[src/rtl/dbus_ctrl_if.sv]
// Data-bus request/response types, load/store opcodes and the bus interface between dbus_ctrl and the memory port.
// master drives dreq and samples dresp; slave is the memory-side view.
package dbus_pkg;
   typedef struct packed {
      logic        valid;
      logic [31:0] addr;
      logic [2:0]  size;
      logic [3:0]  strobe;
      logic [31:0] data;
   } dbus_req_t;

   typedef struct packed {
      logic        addr_ok;
      logic        data_ok;
      logic [31:0] data;
   } dbus_resp_t;

   localparam logic [5:0] OP_LB  = 6'h20;
   localparam logic [5:0] OP_LH  = 6'h21;
   localparam logic [5:0] OP_LW  = 6'h23;
   localparam logic [5:0] OP_LBU = 6'h24;
   localparam logic [5:0] OP_LHU = 6'h25;
   localparam logic [5:0] OP_SB  = 6'h28;
   localparam logic [5:0] OP_SH  = 6'h29;
   localparam logic [5:0] OP_SW  = 6'h2b;
endpackage

interface dbus_if;
   import dbus_pkg::*;
   dbus_req_t  dreq;
   dbus_resp_t dresp;

   modport master (output dreq, input dresp);
   modport slave  (input dreq, output dresp);
endinterface

[src/rtl/dbus_ctrl.sv]
// Memory-stage data-bus controller: one access in flight, min 2 cycles valid->rdata_valid, stall holds the pipe until DONE.
// Load alignment/extension is done here only when DBUS_CTRL_LOAD_EXT_EN is defined; otherwise raw bus data is returned.
module dbus_ctrl
   import dbus_pkg::*;
(
   input  logic        clk,
   input  logic        resetn,
   input  dbus_req_t   m_req,
   input  logic [5:0]  m_op,
   input  logic        adv,
   dbus_if.master      bus,
   output logic        stall,
   output logic [31:0] rdata,
   output logic        rdata_valid
);

   typedef enum logic [1:0] {
      IDLE = 2'd0,
      REQ  = 2'd1,
      WAIT = 2'd2,
      DONE = 2'd3
   } state_t;

   state_t      state;
   dbus_req_t   lat_req;
   logic [5:0]  lat_op;
   logic [31:0] load_data;

`ifdef DBUS_CTRL_LOAD_EXT_EN
   logic [7:0]  sel_byte;
   logic [15:0] sel_half;

   always_comb begin
      case (lat_req.addr[1:0])
         2'd0:    sel_byte = bus.dresp.data[7:0];
         2'd1:    sel_byte = bus.dresp.data[15:8];
         2'd2:    sel_byte = bus.dresp.data[23:16];
         default: sel_byte = bus.dresp.data[31:24];
      endcase
      sel_half = lat_req.addr[1] ? bus.dresp.data[31:16] : bus.dresp.data[15:0];
      case (lat_op)
         OP_LB:   load_data = {{24{sel_byte[7]}}, sel_byte};
         OP_LBU:  load_data = {24'd0, sel_byte};
         OP_LH:   load_data = {{16{sel_half[15]}}, sel_half};
         OP_LHU:  load_data = {16'd0, sel_half};
         OP_LW:   load_data = bus.dresp.data;
         default: load_data = '0;
      endcase
   end
`else
   always_comb begin
      case (lat_op)
         OP_LB, OP_LBU, OP_LH, OP_LHU, OP_LW: load_data = bus.dresp.data;
         default:                             load_data = '0;
      endcase
   end
`endif

   // The instruction is released only once its access has completed.
   assign stall = m_req.valid && (state != DONE);

   always_ff @(posedge clk or negedge resetn) begin
      if (!resetn) begin
         state       <= IDLE;
         lat_req     <= '0;
         lat_op      <= '0;
         bus.dreq    <= '0;
         rdata       <= '0;
         rdata_valid <= 1'b0;
      end else begin
         case (state)
            IDLE: begin
               bus.dreq    <= '0;
               rdata_valid <= 1'b0;
               if (m_req.valid) begin
                  lat_req  <= m_req;
                  lat_op   <= m_op;
                  bus.dreq <= m_req;
                  state    <= REQ;
               end
            end
            REQ: begin
               if (bus.dresp.addr_ok) begin
                  bus.dreq <= '0;
                  if (bus.dresp.data_ok) begin
                     rdata       <= load_data;
                     rdata_valid <= 1'b1;
                     state       <= DONE;
                  end else begin
                     state <= WAIT;
                  end
               end else begin
                  // Re-drive from the latched copy so later m_req changes cannot leak onto the bus.
                  bus.dreq <= lat_req;
               end
            end
            WAIT: begin
               bus.dreq <= '0;
               if (bus.dresp.data_ok) begin
                  rdata       <= load_data;
                  rdata_valid <= 1'b1;
                  state       <= DONE;
               end
            end
            DONE: begin
               bus.dreq <= '0;
               if (adv) begin
                  rdata_valid <= 1'b0;
                  state       <= IDLE;
               end
            end
         endcase
      end
   end

endmodule
[src/flat_wrapper.sv]
// flat-port wrapper written by rule: the top's interface ports become plain ports
module dbus_ctrl_flat import dbus_pkg::*;
  (clk, resetn, m_req, m_op, adv, stall, rdata, rdata_valid, bus_dreq, bus_dresp);
  dbus_if bus_i ();
  input  logic clk;
  input  logic resetn;
  input  dbus_req_t m_req;
  input  logic [5:0] m_op;
  input  logic adv;
  output logic stall;
  output logic [31:0] rdata;
  output logic rdata_valid;
  output wire logic [$bits(bus_i.dreq)-1:0] bus_dreq;
  input wire logic [$bits(bus_i.dresp)-1:0] bus_dresp;
  assign bus_dreq = bus_i.dreq;
  assign bus_i.dresp = bus_dresp;
  dbus_ctrl u_core (.clk(clk), .resetn(resetn), .m_req(m_req), .m_op(m_op), .adv(adv), .bus(bus_i), .stall(stall), .rdata(rdata), .rdata_valid(rdata_valid));
endmodule
[config.mk]
export PLATFORM = sky130hd
export DESIGN_NAME = dbus_ctrl_flat
export DESIGN_NICKNAME = d
export VERILOG_FILES = /design/src/rtl/dbus_ctrl_if.sv /design/src/rtl/dbus_ctrl.sv /design/src/flat_wrapper.sv
export SDC_FILE = /design/constraint.sdc
export NUM_CORES = 1
export LEC_CHECK = 0
export ABC_AREA = 1
export CORE_MARGIN = 2
export CORE_UTILIZATION = 47
export DETAILED_ROUTE_END_ITERATION = 8
export GPL_TIMING_DRIVEN = 0
export PLACE_DENSITY = 0.87
export SLEW_MARGIN = 0
export SYNTH_ARGS = -nofsm -noshare
export SYNTH_HDL_FRONTEND = slang
export SYNTH_SLANG_ARGS = --single-unit
export TNS_END_PERCENT = 5
[constraint.sdc]
create_clock -name clk -period 1.88 [get_ports clk]
set_input_delay 0.47 -clock clk [delete_from_list [all_inputs] [get_ports clk]]
set_output_delay 0.47 -clock clk [all_outputs]
set_load 0.1 [all_outputs]
==> summary.txt, run 1 <==
Outcome
  – Outcome: completed

Placed design
  – Pre-CTS WS: -0.8979 ns
  – DP Wirelength: 14160 µm
  – Port bufs: 220
  – Placed instance area: 9729 µm²
  – Gpl congestion: 0.7872

Timing
  – Final setup violation count: 0
  – Worst Tran Pin Value: 0.6964 ns
  – Max Freq: 0.5421 GHz
  – Setup ws final: 0.03534 ns
  – Final Max Tran Viols: 0
  – Worst Skew: 0.007959 ns
  – Final period util: 98.12%
  – Hold Vio Cnt, Final: 0
  – Min Tclk post-route: 1.845 ns
  – Slew headroom: 53.57%
  – RSZ-0062 raised after global routing: true

Routing
  – Routed wire per std cell: 17.25 µm
  – Remaining DRCs: 0
  – M1 wire length: 8185 µm
  – Antenna-violating nets left: 0
  – Vias per cell: 5.219
  – Vias: 6132
  – Routed met3 length: 1475 µm
  – Iter 0 DRT Violations: 338
  – Max Used Layer: met4
  – Metal2 WL: 10150 µm
  – DRT Wirelength: 20270 µm
  – First-pass DRT Iterations: 5

Critical path
  – Critical path required time: 1.41 ns
  – CP max FO: 5
  – Critical Path Sink Type: primary output
  – Largest stage delay on the critical path: 0.43 ns
  – CP arrival: 1.37 ns
  – Worst path cell trace: ha_2, nor2_4, buf_12
  – Master of the slowest instance on the critical path: dfrtp_1
  – Kind of critical path: register to primary output
  – Critical Path Start Type: register

Clock tree
  – CTS Buf Count: 17
  – CTS root buf: clkbuf_16
  – Worst-path clk slew: 0.07 ns
  – CTS Buffer Depth: 2
  – CTS H-tree lvls: 4
  – TritonCTS sink count: 185
  – # hold bufs at CTS: 0
  – Clock insertion delay at the later pin of the skew report: 0.42 ns
  – CTS tree: yes
  – Post-CTS setup buffer count: 0

Layout
  – Most frequent cells in the layout: dfrtp_1, nand2_1, o21ai_0
  – NumNets Final: 1094
  – Fillers: 1142
  – Finished Cell Area: 10460 µm²
  – Area grow syn2layout: 44.20%
  – Share of post-route cells with drive strength above 1: 20.16%
  – ANT cells: 0
  – Most common cell after layout, fill and taps aside: dfrtp_1

Synthesis
  – Mapped Cells: 734
  – Post-Synth Adder-Cell Area: 0.8627%
  – Avg Inst Size Synth: 9.880 µm²
  – Synth Area in Simple Gates: 16.41%
  – YS warnings: 0
  – Post-synthesis mux area share: 0.7764%
  – Mapped Area: 7252 µm²
  – Largest family of logic cells by synthesized area: simple AND/OR/NAND/NOR gates
  – Compound-Gate Fraction of Synth Area: 10.44%
  – Post-synthesis cell type count: 21
  – Net count after synthesis: 854
  – Sequential-to-total area share from yosys stat: 63.84%
  – Post-synthesis xor/xnor area fraction: 0%
  – Yosys reg bits: 185

Pwr
  – P per Cell Area: 1915 nW/µm²
  – Leak pwr: 5.028 nW
  – Peak supply drop: 1.100 mV

Global routing
  – Total track usage: 25.10%
  – First-pass GRT wire length: 31480 µm
  – Initial antenna violation count: 0
  – Largest net degree at the start of global routing: 95
  – GRT Residual Overflow: 0
  – Vias in the first global route: 6071

Die
  – Initial Util: 47.88%
  – Core area: 15150 µm²
  – Die Ht: 128.2 µm
  – I/O pin count: 221
  – # rows: 45
  – Die area: 16440 µm²
  – Chip Width: 128.2 µm

Worst hold path
  – Hold Crit Class: input port to async pin

Run
  – Max Cap Violations: 0
[state kept, by name (all words and copies together), names as in the netlist]
signal,cells
u_core.lat_op,6
u_core.state,2
u_core.lat_req,72
u_core.rdata,32
u_core.rdata_valid,1
u_core.bus.dreq,72
[worst max-delay path, delay by kind of cell (launching register included)]
kind                       cells  cell delay (ns)
adders and majority gates      1             0.22
buffers and inverters          1             0.18
DFF                            1             0.43
and+or+nand+nor                1             0.12
[metal layers]
| layer | track usage (%) | vias to the layer above |
|---|---|---|
| met1 | 30.42 | 2987 |
| met3 | 6.427 | 34 |
| met4 | 9.373 | 0 |
| li1 | - | 2849 |
| met5 | 0 | - |
| met2 | 43.27 | 262 |
[worst paths after layout]
| kind | startpoint | end | slack, ns | cells after the start |
|---|---|---|---|---|
| min in group clk | u_core.lat_req[71] | u_core.lat_req[71] | 0.47 | 2 |
| max | u_core.state[0] | stall | 0.04 | 3 |
| min | resetn | u_core.bus.dreq[10] | 0.04 | 1 |
| max in group asynchronous | resetn | u_core.lat_req[46] | 0.91 | 2 |
| max reg2reg | u_core.state[0] | u_core.lat_req[46] | 0.09 | 5 |
| min reg2reg | u_core.lat_req[71] | u_core.lat_req[71] | 0.47 | 2 |
[where the power goes]
part | internal (mW) | switching (mW)
logic | 2.21 | 8.11
registers | 5.49 | 0.747
clock network | 1.98 | 1.50
total | 9.68 | 10.4
[layout make-up]
cell class / count / area [µm²] / area share (%)
multi-input combinational: 421 / 2076 / 19.85
tap: 188 / 235.2 / 2.249
timing repair buffer: 221 / 2372 / 22.68
clock inverter: 9 / 90.09 / 0.8615
buffer: 46 / 259.0 / 2.477
inverter: 82 / 307.8 / 2.943
clock buffer: 23 / 488.0 / 4.666
sequential: 185 / 4629 / 44.27
[metrics by stage]
step / utilization, % / total power [mW] / setup TNS, ns / std cells / hold slack [ns]
after floorplan: - / 13.79 / 0 / 734 / 0.1744
after global placement: 64.02 / 16.58 / -1333.42 / 1142 / 0.4450
after detailed placement: 64.24 / 16.78 / -16.39 / 1143 / 0.4582
after CTS: 69.02 / 20.10 / -0.2147 / 1175 / 0.07093
after global routing: 69.05 / 20.96 / -0.4227 / 1175 / 0.09880
final: 69.05 / 20.03 / 0 / 1175 / 0.04474
[timing repair]
action,4_1_cts,5_1_grt
pin swaps,0,1
resized for setup,327,13
setup endpoints to repair,119,64
[synth_stat cells (all sizes together)]
master  number  area share, %
buf         25            2.3
inv         82            4.2
nor2         5           0.48
ha           5           0.86
a21oi        1          0.069
nand2      151            8.0
o21ai      148             10
dfrtp      185             64
mux2         5           0.78
o31ai        1           0.10
clkbuf      21            1.1
nand3      105            7.9
[logic make-up after synthesis]
group | Yosys count
compound gates | 150
fa+ha+maj | 5
buf+inv | 128
flops | 185
mux | 5
simple gates | 261
Power figures use the tool's default switching activity.
==> run 2: changes to the inputs <==
--- a/config.mk
+++ b/config.mk
@@ -6,7 +6,7 @@
 export NUM_CORES = 1
 export LEC_CHECK = 0
 export ABC_AREA = 1
-export CORE_MARGIN = 2
+export CORE_MARGIN = 4
 export CORE_UTILIZATION = 47
 export DETAILED_ROUTE_END_ITERATION = 8
 export GPL_TIMING_DRIVEN = 0
==> run 2 against run 1 <==
Net effect:
- the run now ends with setup timing left
- worst setup slack lost 0.052 ns
- non-clock buffer count is the same
- critical path type unchanged
- first-iteration DRC count grew 43%
- clock power is essentially flat
- global-route usage shrank 0.53 points
==> summary.txt, run 2 (same netlist as run 1, synthesis figures left out) <==
Timing
  – Final Max Tran Viols: 0
  – Hold Vio Cnt, Final: 0
  – Final period util: 100.9%
  – Final setup violation count: 1
  – Worst Skew: 0.008195 ns
  – Min Hold Slack: 0.03187 ns
  – Setup ws final: -0.01700 ns
  – Slew headroom: 55.08%
  – Max Freq: 0.5271 GHz
  – Worst Tran Pin Value: 0.6738 ns
  – RSZ-0062 raised after global routing: true
  – Min Tclk post-route: 1.897 ns
  – Setup TNS: -0.01700 ns

Clock tree
  – Worst-path clk slew: 0.07 ns
  – CTS H-tree lvls: 4
  – CTS Buffer Depth: 2
  – Post-CTS setup buffer count: 0
  – CTS tree: yes
  – Clock insertion delay at the later pin of the skew report: 0.43 ns
  – CTS Buf Count: 17
  – # hold bufs at CTS: 0
  – TritonCTS sink count: 185
  – CTS root buf: clkbuf_16

Die
  – I/O pin count: 221
  – Initial Util: 47.88%
  – Chip Width: 132.2 µm
  – # rows: 45
  – Core area: 15150 µm²
  – Die area: 17480 µm²
  – Die Ht: 132.2 µm

Outcome
  – Outcome: finished, violations left
  – Failing checks: setup timing

Critical path
  – Master of the slowest instance on the critical path: dfrtp_1
  – Largest stage delay on the critical path: 0.43 ns
  – CP max FO: 5
  – Critical path required time: 1.41 ns
  – Reg-to-reg endpoint: u_core.bus.dreq[39]
  – Critical Path Start Type: register
  – FF-to-FF Start: u_core.state[0]
  – Worst r2r path cells: 6
  – CP arrival: 1.43 ns
  – Kind of critical path: register to primary output
  – Worst R2R Setup Slack: 0.08 ns
  – Worst path cell trace: ha_1, nor2_4, buf_12
  – Critical Path Sink Type: primary output

Layout
  – Area grow syn2layout: 44.12%
  – Most common cell after layout, fill and taps aside: dfrtp_1
  – Util after Layout: 69.00%
  – Largest regs: u_core.bus.dreq x72, u_core.lat_req x72, u_core.rdata x32
  – Most frequent cells in the layout: dfrtp_1, nand2_1, o21ai_0
  – Fillers: 1098
  – ANT cells: 0
  – Share of post-route cells with drive strength above 1: 20.16%
  – NumNets Final: 1094
  – Finished Cell Area: 10450 µm²

Placed design
  – DP Wirelength: 14860 µm
  – Gpl congestion: 0.8003
  – Placed instance area: 9729 µm²
  – Port bufs: 220

Worst hold path
  – Hold Crit Class: input port to async pin

Routing
  – DRT Wirelength: 21580 µm
  – Routed wire per std cell: 18.37 µm
  – Antenna-violating nets left: 0
  – Remaining DRCs: 0
  – First-pass DRT Iterations: 5
  – Iter 0 DRT Violations: 483
  – Vias per cell: 5.321
  – Vias: 6252

Global routing
  – Initial antenna violation count: 0
  – Total track usage: 24.57%
  – GRT Residual Overflow: 0
  – First-pass GRT wire length: 33570 µm
  – Vias in the first global route: 6274
  – Largest net degree at the start of global routing: 100

Run
  – Max Cap Violations: 0

Pwr
  – Peak supply drop: 0.9538 mV
  – Total Power: 20.13 mW
  – Leak pwr: 5.020 nW
  – P per Cell Area: 1926 nW/µm²
[run 2: per-layer routing]
metal  vias up  wire length, µm  GRT usage, %
met2       297            10590         40.94
met3        55             1582         6.641
met4         0              722         10.45
met5         -                0             0
met1      3046             8684         30.37
li1       2854                -             -
[run 2: worst max path at each step]
| stage | from | to | slack (ns) |
|---|---|---|---|
| 2_1_floorplan | u_core.state[0] | stall | 0.27 |
| 3_3_place_gp | resetn | u_core.bus.dreq[50] | -7.15 |
| 3_5_place_dp | m_req[71] | stall | -0.91 |
| 4_1_cts | u_core.rdata[21] | rdata[21] | -0.22 |
| 5_1_grt | u_core.state[0] | stall | -0.09 |
| 6_report | u_core.state[0] | stall | -0.02 |
[run 2: per-stage QoR]
stage | setup slack, ns | cells
floorplan | 0.2716 | 734
global placement | -7.154 | 1142
detailed placement | -0.9073 | 1143
CTS | -0.2240 | 1175
global route | -0.09037 | 1175
finish | -0.01700 | 1175
[run 2: critical path, delay by kind of cell, from the launching register on]
family                   cells  cell delay [ns]
adder cells (fa/ha/maj)      1             0.26
buffers and inverters        1             0.18
flip-flops                   1             0.43
AND/OR/NAND/NOR              1             0.14
[run 2: cell type report]
type	count	area (µm²)	share of cell area (%)
sequential	185	4629	44.30
timing repair buffer	221	2370	22.67
multi-input combinational	421	2073	19.84
clock buffer	21	450.4	4.310
inverter	82	307.8	2.945
buffer	46	261.5	2.502
tap	188	235.2	2.251
clock inverter	11	123.9	1.185
[run 2: what timing repair did]
action / in CTS / in global routing
gates resized for setup: 326 / 15
endpoints found under the setup margin: 122 / 60
endpoints found under the hold margin: 0 / 0
gates cloned: 0 / 0
[run 2: report_power, final]
part,switching [mW],internal [mW]
clock network,1.51,1.99
registers,0.742,5.49
logic,8.18,2.21
total,10.4,9.70
